## src/rtl/block_stream_gen_if.sv

```systemverilog
// rtl/block_stream_gen_if.sv - token input and character output bundle for block_stream_gen
//
// Ports carried:
//   tok_valid/tok_ready  token handshake (producer -> block)
//   tok_type             00 BEGIN, 01 END, 10 SPACE, 11 FILLER
//   tok_upper            uppercase keyword letters (BEGIN/END only)
//   tok_char             byte emitted verbatim for FILLER
//   out_valid/out_char   one ASCII character per cycle, out_char=00 when idle
// modport master: token producer / stream consumer side
// modport slave:  the serializer itself
interface block_stream_gen_if;
    logic       tok_valid;
    logic       tok_ready;
    logic [1:0] tok_type;
    logic       tok_upper;
    logic [7:0] tok_char;
    logic       out_valid;
    logic [7:0] out_char;

    modport master (
        output tok_valid, tok_type, tok_upper, tok_char,
        input  tok_ready, out_valid, out_char
    );

    modport slave (
        input  tok_valid, tok_type, tok_upper, tok_char,
        output tok_ready, out_valid, out_char
    );
endinterface

```

## src/rtl/block_stream_gen.sv

```systemverilog
// rtl/block_stream_gen.sv - token-to-character serializer with nesting depth tracking
//
// Ports:
//   clk        rising-edge clock
//   reset      synchronous active-high reset, aborts any token in flight
//   bus        block_stream_gen_if.slave (token handshake in, character stream out)
//   depth      nesting depth of the emitted stream, saturating at all-ones
//   underflow  sticky flag: an END was accepted at depth 0
//   balanced   depth==0 and no underflow seen
module block_stream_gen #(
    parameter int DEPTH_W = 8
) (
    input  logic               clk,
    input  logic               reset,
    block_stream_gen_if.slave  bus,
    output logic [DEPTH_W-1:0] depth,
    output logic               underflow,
    output logic               balanced
);
    localparam logic [1:0] T_BEGIN  = 2'b00;
    localparam logic [1:0] T_END    = 2'b01;
    localparam logic [1:0] T_SPACE  = 2'b10;
    localparam logic [1:0] T_FILLER = 2'b11;

    localparam logic [DEPTH_W-1:0] DEPTH_ONE = {{(DEPTH_W-1){1'b0}}, 1'b1};
    localparam logic [DEPTH_W-1:0] DEPTH_MAX = {DEPTH_W{1'b1}};

    typedef enum logic [1:0] {IDLE, EMIT, SEP} state_t;

    state_t     state, state_n;
    logic [2:0] idx, idx_n;
    logic [1:0] type_q;
    logic       upper_q;
    logic [7:0] char_q;
    logic       out_valid_q, out_valid_n;
    logic [7:0] out_char_q, out_char_n;
    logic       accept;

    // Character i of the token; FILLER returns its byte, SPACE a blank.
    function automatic logic [7:0] tok_letter(input logic [1:0] t, input logic up,
                                              input logic [7:0] fch, input logic [2:0] i);
        logic [7:0] c;
        c = fch;
        if (t == T_BEGIN) begin
            case (i)
                3'd0:    c = 8'h62;
                3'd1:    c = 8'h65;
                3'd2:    c = 8'h67;
                3'd3:    c = 8'h69;
                default: c = 8'h6E;
            endcase
        end else if (t == T_END) begin
            case (i)
                3'd0:    c = 8'h65;
                3'd1:    c = 8'h6E;
                default: c = 8'h64;
            endcase
        end else if (t == T_SPACE) begin
            c = 8'h20;
        end
        if (up && (t == T_BEGIN || t == T_END))
            c = c - 8'h20;
        return c;
    endfunction

    function automatic logic [2:0] last_idx(input logic [1:0] t);
        case (t)
            T_BEGIN: return 3'd4;
            T_END:   return 3'd2;
            default: return 3'd0;
        endcase
    endfunction

    assign bus.tok_ready = (state == IDLE) && !reset;
    assign accept        = bus.tok_valid && bus.tok_ready;

    // The output register is loaded with the character belonging to the
    // state being entered, so the first letter shows the cycle after accept.
    always_comb begin
        state_n     = state;
        idx_n       = idx;
        out_valid_n = 1'b0;
        out_char_n  = 8'h00;
        case (state)
            IDLE: begin
                if (accept) begin
                    idx_n       = 3'd0;
                    out_valid_n = 1'b1;
                    if (bus.tok_type == T_SPACE) begin
                        state_n    = SEP;
                        out_char_n = 8'h20;
                    end else begin
                        state_n    = EMIT;
                        out_char_n = tok_letter(bus.tok_type, bus.tok_upper, bus.tok_char, 3'd0);
                    end
                end
            end
            EMIT: begin
                if (idx == last_idx(type_q)) begin
                    if (type_q == T_FILLER) begin
                        state_n = IDLE;
                    end else begin
                        state_n     = SEP;
                        out_valid_n = 1'b1;
                        out_char_n  = 8'h20;
                    end
                end else begin
                    idx_n       = idx + 3'd1;
                    out_valid_n = 1'b1;
                    out_char_n  = tok_letter(type_q, upper_q, char_q, idx + 3'd1);
                end
            end
            SEP: begin
                state_n = IDLE;
            end
            default: begin
                state_n = IDLE;
            end
        endcase
    end

    always_ff @(posedge clk) begin
        if (reset) begin
            state       <= IDLE;
            idx         <= 3'd0;
            type_q      <= T_BEGIN;
            upper_q     <= 1'b0;
            char_q      <= 8'h00;
            out_valid_q <= 1'b0;
            out_char_q  <= 8'h00;
            depth       <= '0;
            underflow   <= 1'b0;
        end else begin
            state       <= state_n;
            idx         <= idx_n;
            out_valid_q <= out_valid_n;
            out_char_q  <= out_char_n;
            if (accept) begin
                type_q  <= bus.tok_type;
                upper_q <= bus.tok_upper;
                char_q  <= bus.tok_char;
                // Depth follows accepted tokens, not the bytes on the wire.
                if (bus.tok_type == T_BEGIN) begin
                    if (depth != DEPTH_MAX)
                        depth <= depth + DEPTH_ONE;
                end else if (bus.tok_type == T_END) begin
                    if (depth != '0)
                        depth <= depth - DEPTH_ONE;
                    else
                        underflow <= 1'b1;
                end
            end
        end
    end

    assign bus.out_valid = out_valid_q;
    assign bus.out_char  = out_char_q;
    assign balanced      = (depth == '0) && !underflow;
endmodule

```

## src/flat_wrapper.sv

```systemverilog
// flat-port wrapper written by rule: the top's interface ports become plain ports
module block_stream_gen_flat 
#(
    parameter int DEPTH_W = 8
)
  (clk, reset, depth, underflow, balanced, bus_tok_valid, bus_tok_type, bus_tok_upper, bus_tok_char, bus_tok_ready, bus_out_valid, bus_out_char);
  block_stream_gen_if bus_i ();
  input  logic clk;
  input  logic reset;
  output logic [DEPTH_W-1:0] depth;
  output logic underflow;
  output logic balanced;
  input wire logic [$bits(bus_i.tok_valid)-1:0] bus_tok_valid;
  input wire logic [$bits(bus_i.tok_type)-1:0] bus_tok_type;
  input wire logic [$bits(bus_i.tok_upper)-1:0] bus_tok_upper;
  input wire logic [$bits(bus_i.tok_char)-1:0] bus_tok_char;
  output wire logic [$bits(bus_i.tok_ready)-1:0] bus_tok_ready;
  output wire logic [$bits(bus_i.out_valid)-1:0] bus_out_valid;
  output wire logic [$bits(bus_i.out_char)-1:0] bus_out_char;
  assign bus_i.tok_valid = bus_tok_valid;
  assign bus_i.tok_type = bus_tok_type;
  assign bus_i.tok_upper = bus_tok_upper;
  assign bus_i.tok_char = bus_tok_char;
  assign bus_tok_ready = bus_i.tok_ready;
  assign bus_out_valid = bus_i.out_valid;
  assign bus_out_char = bus_i.out_char;
  block_stream_gen #(.DEPTH_W(DEPTH_W)) u_core (.clk(clk), .reset(reset), .bus(bus_i), .depth(depth), .underflow(underflow), .balanced(balanced));
endmodule
```

## config.mk

```make
export PLATFORM = sky130hd
export DESIGN_NAME = block_stream_gen_flat
export DESIGN_NICKNAME = d
export VERILOG_FILES = /design/src/rtl/block_stream_gen_if.sv /design/src/rtl/block_stream_gen.sv /design/src/flat_wrapper.sv
export SDC_FILE = /design/constraint.sdc
export NUM_CORES = 1
export LEC_CHECK = 0
export ABC_CLOCK_PERIOD_IN_PS = 3000
export CORE_ASPECT_RATIO = 1.5
export CORE_MARGIN = 2
export CORE_UTILIZATION = 40
export CTS_CLUSTER_SIZE = 20
export DETAILED_ROUTE_END_ITERATION = 16
export PLACE_DENSITY = 0.72
export REMOVE_ABC_BUFFERS = 1
export SLEW_MARGIN = 40
export SYNTH_ARGS = -nofsm -noshare
export SYNTH_HDL_FRONTEND = slang
export SYNTH_SLANG_ARGS = --single-unit
```

## constraint.sdc

```tcl
create_clock -name clk -period 3 [get_ports clk]
set_input_delay 0.6 -clock clk [delete_from_list [all_inputs] [get_ports clk]]
set_output_delay 0.6 -clock clk [all_outputs]
set_load 0.02 [all_outputs]
```

==> Flow_metrics.wiki, run 1 <==
{| class="wikitable"
! Metric !! Value
|-
| Result of the run || finished, final reports clean
|-
| I/O pin count || 34
|-
| Number of cells upsized or downsized after cts || 0
|-
| Leading cell types in the layout, fill and taps excluded || 34 x sky130_fd_sc_hd__dfxtp_1, 33 x sky130_fd_sc_hd__clkdlybuf4s50_1, 25 x sky130_fd_sc_hd__nor2_1
|-
| Maximum number of pins on one net before global-route repair || 28
|-
| Endpoint class of the critical path || output pin
|-
| Final Hold Fails || 0
|-
| Commonest non-fill, non-tap cell in the layout || sky130_fd_sc_hd__dfxtp_1
|-
| Via Count || 2014
|-
| Endpoint required time on the critical path || 2400 ps
|-
| Clock slew at the register clock pins of the worst setup and hold paths || 70 ps
|-
| Number of buffers added to fix hold violations after cts || 0
|-
| GRT met3 Usage || 0.02822
|-
| Number of flops mapped to enable cells by yosys || 0
|-
| Initial detailed-routing violation count || 55
|-
| Die W || 62.62 µm
|-
| CTS tree || yes
|-
| Minimum setup slack in the final design || 250.6 ps
|-
| Total power density per cell area || 445.7 nW/µm²
|-
| Combined area of the multi-input logic cells || 1249 µm²
|-
| Die extent in y || 91.94 µm
|-
| Final-stage net count || 318
|-
| Fin crit period || 2749 ps
|-
| Final number of setup-violating endpoints || 0
|-
| Routing usage on met1 || 0.2104
|-
| Reported max-cap violation count || 0
|-
| Number of global-route vias before repair || 1848
|-
| Cell taking the most area after synthesis || sky130_fd_sc_hd__dfxtp_1
|-
| Worst R2R Start || u_core.type_q[1]$_SDFFE_PP0N_
|-
| Cell Chain, Critical Path || nor4_1 > nand2_1 > nor2_1 > clkdlybuf4s50_1
|-
| Post-synthesis to final-layout area growth || 23.00%
|-
| Routed wire length || 5.209 mm
|-
| Most used flip-flop cell after synthesis || sky130_fd_sc_hd__dfxtp_1
|-
| Share of Yosys cell area claimed by the top area cell type || 0.3301
|-
| Post-synthesis cell area || 2062 µm²
|-
| Post-Route Skew || 4.662 ps
|-
| Kind of start point of the critical path || register
|-
| Cell family with the largest share of critical-path delay || simple AND/OR/NAND/NOR gates
|-
| Port-buffer cells || 33
|-
| Number of max-slew violations in the final report || 0
|-
| Most crowded layer after global routing || met2
|-
| Syn. warnings || 0
|-
| Mean routed wirelength per cell || 14.39 µm
|-
| Number of cells traversed by the worst register-to-register path || 6
|-
| H-Tree Level Count || 2
|-
| Global placement routability congestion || 0.9511
|-
| Arrival time at the worst endpoint || 2150 ps
|-
| Register area share after synthesis || 0.3301
|-
| Critical register-to-register path endpoint || u_core.idx[2]$_SDFFE_PP0P_
|-
| Number of buffers inserted during clock tree synthesis || 5
|-
| Hold wc startpoint || u_core.char_q[3]$_SDFFE_PP0N_
|-
| Number of inserted filler cells in the final layout || 504
|-
| Worst IR drop on VDD || 0.2892 mV
|-
| Slew at the pin closest to its max-slew limit || 585.7 ps
|-
| Highest cell delay on the worst timing path || 620 ps
|-
| Worst-path maximum fanout || 11
|-
| Leakage || 0.9688 nW
|-
| Hold Path Stages || 2
|-
| Via/cell ratio || 5.564
|-
| Num rows || 32
|-
| Share of flip-flops with an asynchronous set or reset || 0
|-
| Drt pass-1 iters || 4
|-
| Hold Crit Endpoint || u_core.char_q[3]$_SDFFE_PP0N_
|-
| Placeable Area || 5045 µm²
|-
| Routed Antenna Nets || 0
|-
| Die Outline Area || 5757 µm²
|-
| Number of flip-flops and latches in the synthesized netlist || 34
|-
| TNS Setup || 0 ps
|-
| Final antenna diode count || 0
|-
| Critical path buffer and inverter count || 1
|-
| Total gr overflow || 0
|-
| Worst-Skew Late Latency || 290 ps
|-
| Final Instance Count excl. Fillers || 362
|-
| Min Hold Slack || 478.7 ps
|-
| Worst rel slew slack || 0.6059
|-
| Worst Path Class, Setup || reg2out
|-
| Buffer levels on the longest clock path || 2
|-
| Worst slack at placement || 282.0 ps
|-
| Ratio of final minimum period to clock period || 0.9165
|-
| HPWL reported at the end of detailed placement || 3.735 mm
|-
| Worst hold path class || reg2reg
|-
| Worst reg-to-reg setup slack || 880 ps
|-
| Number of antenna violations at the first check in global routing || 0
|-
| Starting Density || 0.4087
|-
| First-pass GRT wire length || 8.645 mm
|-
| Remaining design rule violation count || 0
|-
| Proportion of layout cells with a drive suffix above 1 || 0.07483
|-
| Number of instances in the placed design || 355
|-
| RSZ-0062 raised after global routing || false
|-
| Met2 Track Usage GR || 0.3441
|-
| Ranking of synthesized cells by area || sky130_fd_sc_hd__dfxtp_1 33%, sky130_fd_sc_hd__ha_1 6.1%, sky130_fd_sc_hd__nor2_1 4.6%
|-
| Max frequency || 0.3637 GHz
|-
| Synthesized area per cell || 7.811 µm²
|-
| Aggregate global-route resource usage || 0.1888
|-
| CTS Root Buffer Type || sky130_fd_sc_hd__clkbuf_8
|-
| Buffer count from post-CTS setup fixing || 0
|-
| Register area || 680.7 µm²
|-
| Number of unique standard cell types used by synthesis || 50
|-
| Post-synthesis cell count || 264
|-
| CP max-delay cell || sky130_fd_sc_hd__clkdlybuf4s50_1
|-
| Clock net sink count || 34
|}
through the flow:
step	instance area, µm²	utilization	power (mW)
after floorplan	1974	-	0.6887
after global placement	2457	0.4871	0.8067
after detailed placement	2457	0.4871	0.8093
after CTS	2536	0.5027	1.133
after global routing	2536	0.5027	1.185
final	2536	0.5027	1.130
worst max path at each step:
stage                            startpoint                      endpoint  cells after the start
4_1_cts        u_core.depth[1]$_SDFFE_PP0P_                      balanced                      4
6_report       u_core.depth[1]$_SDFFE_PP0P_                      balanced                      4
2_1_floorplan               bus_tok_type[0]  u_core.depth[7]$_SDFFE_PP0P_                      8
3_5_place_dp                bus_tok_type[1]  u_core.depth[4]$_SDFFE_PP0P_                     10
5_1_grt        u_core.depth[1]$_SDFFE_PP0P_                      balanced                      4
3_3_place_gp                bus_tok_type[1]  u_core.depth[2]$_SDFFE_PP0P_                      9
tightest hold or removal path, cell delays in order, from the launching register on:
cell and delay [ps]:
sky130_fd_sc_hd__dfxtp_1 320, sky130_fd_sc_hd__nand2_1 50, sky130_fd_sc_hd__a21oi_1 60
report_power, final:
part | internal [mW] | leakage [nW] | switching [mW] | total [mW]
clock | 0.156 | 0.0438 | 0.173 | 0.329
sequential | 0.481 | 0.278 | 0.0371 | 0.518
combinational | 0.133 | 0.647 | 0.150 | 0.284
total | 0.770 | 0.969 | 0.360 | 1.13
Yosys cell counts (all sizes together) (3+ instances only):
cell type  instances
nand3b             7
a21oi             16
nor4               5
nand2b            11
clkbuf            15
mux2i              5
nor3               8
or2                4
o21ai             17
nand3              6
nor2b              5
nor2              25
nand2             23
a31oi              8
ha                10
xnor2              5
buf                4
a211oi             5
dfxtp             34
or3                4
o22ai              3
inv               12
cells by family after synthesis:
| kind of cell | count (synthesis) | synth area share |
|---|---|---|
| AO/OA/AOI/OAI | 70 | 0.2185 |
| XOR/XNOR | 7 | 0.02973 |
| adder cells (fa/ha/maj) | 10 | 0.06068 |
| buffers and inverters | 31 | 0.06431 |
| flip-flops | 34 | 0.3301 |
| multiplexers | 5 | 0.02427 |
| AND/OR/NAND/NOR | 107 | 0.2725 |
area by class of cell:
class | count | area share
Multi-Input combinational cell | 199 | 0.4924
Inverter | 12 | 0.01776
Clock inverter | 2 | 0.003947
Timing Repair Buffer | 42 | 0.1569
Sequential cell | 34 | 0.2684
Tap cell | 68 | 0.03355
Clock buffer | 5 | 0.02713
registers in the layout, summed over array words and instances, names as in the netlist:
| signal | flops |
|---|---|
| u_core.type_q | 2 |
| u_core.underflow | 1 |
| u_core.depth | 8 |
| u_core.idx | 3 |
| u_core.state | 2 |
| u_core.bus.out_char | 8 |
| u_core.char_q | 8 |
| u_core.upper_q | 1 |
| u_core.bus.out_valid | 1 |
routing by layer:
metal | vias up | routed length [µm]
met2 | 47 | 2716
met3 | 9 | 192
met1 | 952 | 2181
li1 | 1006 | -
met4 | 0 | 119
met5 | - | 0
No activity file was read; power rests on OpenSTA's default activity.
==> run 2: changes to the inputs <==
- SKIP_CTS_REPAIR_TIMING: unset -> 1
==> results of run 2 <==
The final DEF is identical to that of run 1; final timing and power are the same.
==> run 3: changes to the inputs <==
- ABC_CLOCK_PERIOD_IN_PS: 3000 -> 2600
- clock period: 3 -> 2.6 ns (I/O delays scaled with it)
==> Flow_metrics.wiki, run 3 (synthesized netlist as in run 1, its figures left out) <==
{| class="wikitable"
! Metric !! Value
|-
| Highest cell delay on the worst timing path || 630 ps
|-
| Post-Route Skew || 5.996 ps
|-
| Via Count || 2075
|-
| TNS Setup || 0 ps
|-
| Die Outline Area || 5757 µm²
|-
| Worst hold path class || reg2reg
|-
| Drt pass-1 iters || 4
|-
| Maximum number of pins on one net before global-route repair || 28
|-
| Cell Chain, Critical Path || nor4_1 > buf_4 > nand2_1 > nor2_1 > clkdlybuf4s50_1
|-
| Worst rel slew slack || 0.6163
|-
| Die W || 62.62 µm
|-
| Die extent in y || 91.94 µm
|-
| Via/cell ratio || 5.593
|-
| Worst-path maximum fanout || 10
|-
| Number of antenna violations at the first check in global routing || 0
|-
| Max frequency || 0.3940 GHz
|-
| Remaining design rule violation count || 0
|-
| Number of max-slew violations in the final report || 0
|-
| Arrival time at the worst endpoint || 2020 ps
|-
| RSZ-0062 raised after global routing || false
|-
| Kind of start point of the critical path || register
|-
| Minimum setup slack in the final design || 61.88 ps
|-
| Endpoint required time on the critical path || 2080 ps
|-
| Ratio of final minimum period to clock period || 0.9762
|-
| CTS tree || yes
|-
| Clock net sink count || 34
|-
| Final antenna diode count || 0
|-
| Post-layout utilization of the core || 0.5184
|-
| Reported max-cap violation count || 0
|-
| Final-stage net count || 328
|-
| Routed wire length || 5.468 mm
|-
| CTS Root Buffer Type || sky130_fd_sc_hd__clkbuf_8
|-
| Fin crit period || 2538 ps
|-
| Endpoint class of the critical path || output pin
|-
| Leading cell types in the layout, fill and taps excluded || 34 x sky130_fd_sc_hd__dfxtp_1, 33 x sky130_fd_sc_hd__clkdlybuf4s50_1, 25 x sky130_fd_sc_hd__nor2_1
|-
| Proportion of layout cells with a drive suffix above 1 || 0.1023
|-
| Power, Total || 1.335 mW
|-
| CP max-delay cell || sky130_fd_sc_hd__clkdlybuf4s50_1
|-
| Worst Path Class, Setup || reg2out
|-
| Number of buffers inserted during clock tree synthesis || 5
|-
| Port-buffer cells || 33
|-
| Number of inserted filler cells in the final layout || 520
|-
| Aggregate global-route resource usage || 0.1970
|-
| Leakage || 1.017 nW
|-
| First-pass GRT wire length || 9.018 mm
|-
| Final number of setup-violating endpoints || 0
|-
| I/O pin count || 34
|-
| Commonest non-fill, non-tap cell in the layout || sky130_fd_sc_hd__dfxtp_1
|-
| Routed Antenna Nets || 0
|-
| H-Tree Level Count || 2
|-
| Total power density per cell area || 510.4 nW/µm²
|-
| Worst IR drop on VDD || 0.2986 mV
|-
| Placeable Area || 5045 µm²
|-
| Global placement routability congestion || 0.8881
|-
| Mean routed wirelength per cell || 14.74 µm
|-
| Final Hold Fails || 0
|-
| HPWL reported at the end of detailed placement || 3.932 mm
|-
| Starting Density || 0.4087
|-
| Clock slew at the register clock pins of the worst setup and hold paths || 70 ps
|-
| Initial detailed-routing violation count || 68
|-
| Slew at the pin closest to its max-slew limit || 570.3 ps
|-
| Num rows || 32
|-
| Buffer levels on the longest clock path || 2
|-
| Worst slack at placement || 73.03 ps
|-
| Number of global-route vias before repair || 1908
|-
| Worst-Skew Late Latency || 290 ps
|-
| Result of the run || finished, final reports clean
|-
| Total gr overflow || 0
|-
| Post-synthesis to final-layout area growth || 26.82%
|}
## run 3: critical path: cells and delay by family, from the launching register on
| kind | cells | cell delay, ps |
|---|---|---|
| buf+inv | 2 | 820 |
| simple gates | 3 | 490 |
| flops | 1 | 430 |
## run 3: per-stage QoR
stage	instances	area (µm²)	hold WS (ps)
finish	371	2615	460.7
detailed placement	365	2532	450.0
global placement	365	2532	446.9
global route	371	2615	499.8
CTS	371	2615	459.8
floorplan	245	1974	430.5
## run 3: per-layer routing
layer,global-route usage,vias to the layer above,part of all wire
met3,0.02331,13,0.054
li1,-,1023,-
met4,0.09630,0,0.031
met1,0.2170,971,0.40
met5,0,-,0
met2,0.3674,68,0.52
## run 3: where the power goes
group | leakage, nW | internal [mW] | switching (mW)
Clock | 0.0431 | 0.204 | 0.187
Combinational | 0.696 | 0.167 | 0.185
Sequential | 0.278 | 0.555 | 0.0370
Total | 1.02 | 0.926 | 0.409
## run 3: final timing paths
kind                                                    start                            end  slack, ps  cells after the start
worst min register to register  u_core.char_q[3]$_SDFFE_PP0N_  u_core.char_q[3]$_SDFFE_PP0N_        460                      2
worst max-delay path             u_core.depth[4]$_SDFFE_PP0P_                       balanced         60                      5
worst max register to register   u_core.depth[4]$_SDFFE_PP0P_   u_core.depth[5]$_SDFFE_PP0P_        570                      6
worst min-delay path            u_core.char_q[3]$_SDFFE_PP0N_  u_core.char_q[3]$_SDFFE_PP0N_        460                      2
## run 3: area by class of cell
cell class	count	area, µm²	share of cell area
Multi-Input combinational cell	199	1249	0.4775
Timing Repair Buffer	52	473.0	0.1809
Tap cell	68	85.08	0.03254
Sequential cell	34	680.7	0.2603
Clock buffer	6	82.58	0.03158
Inverter	12	45.04	0.01722
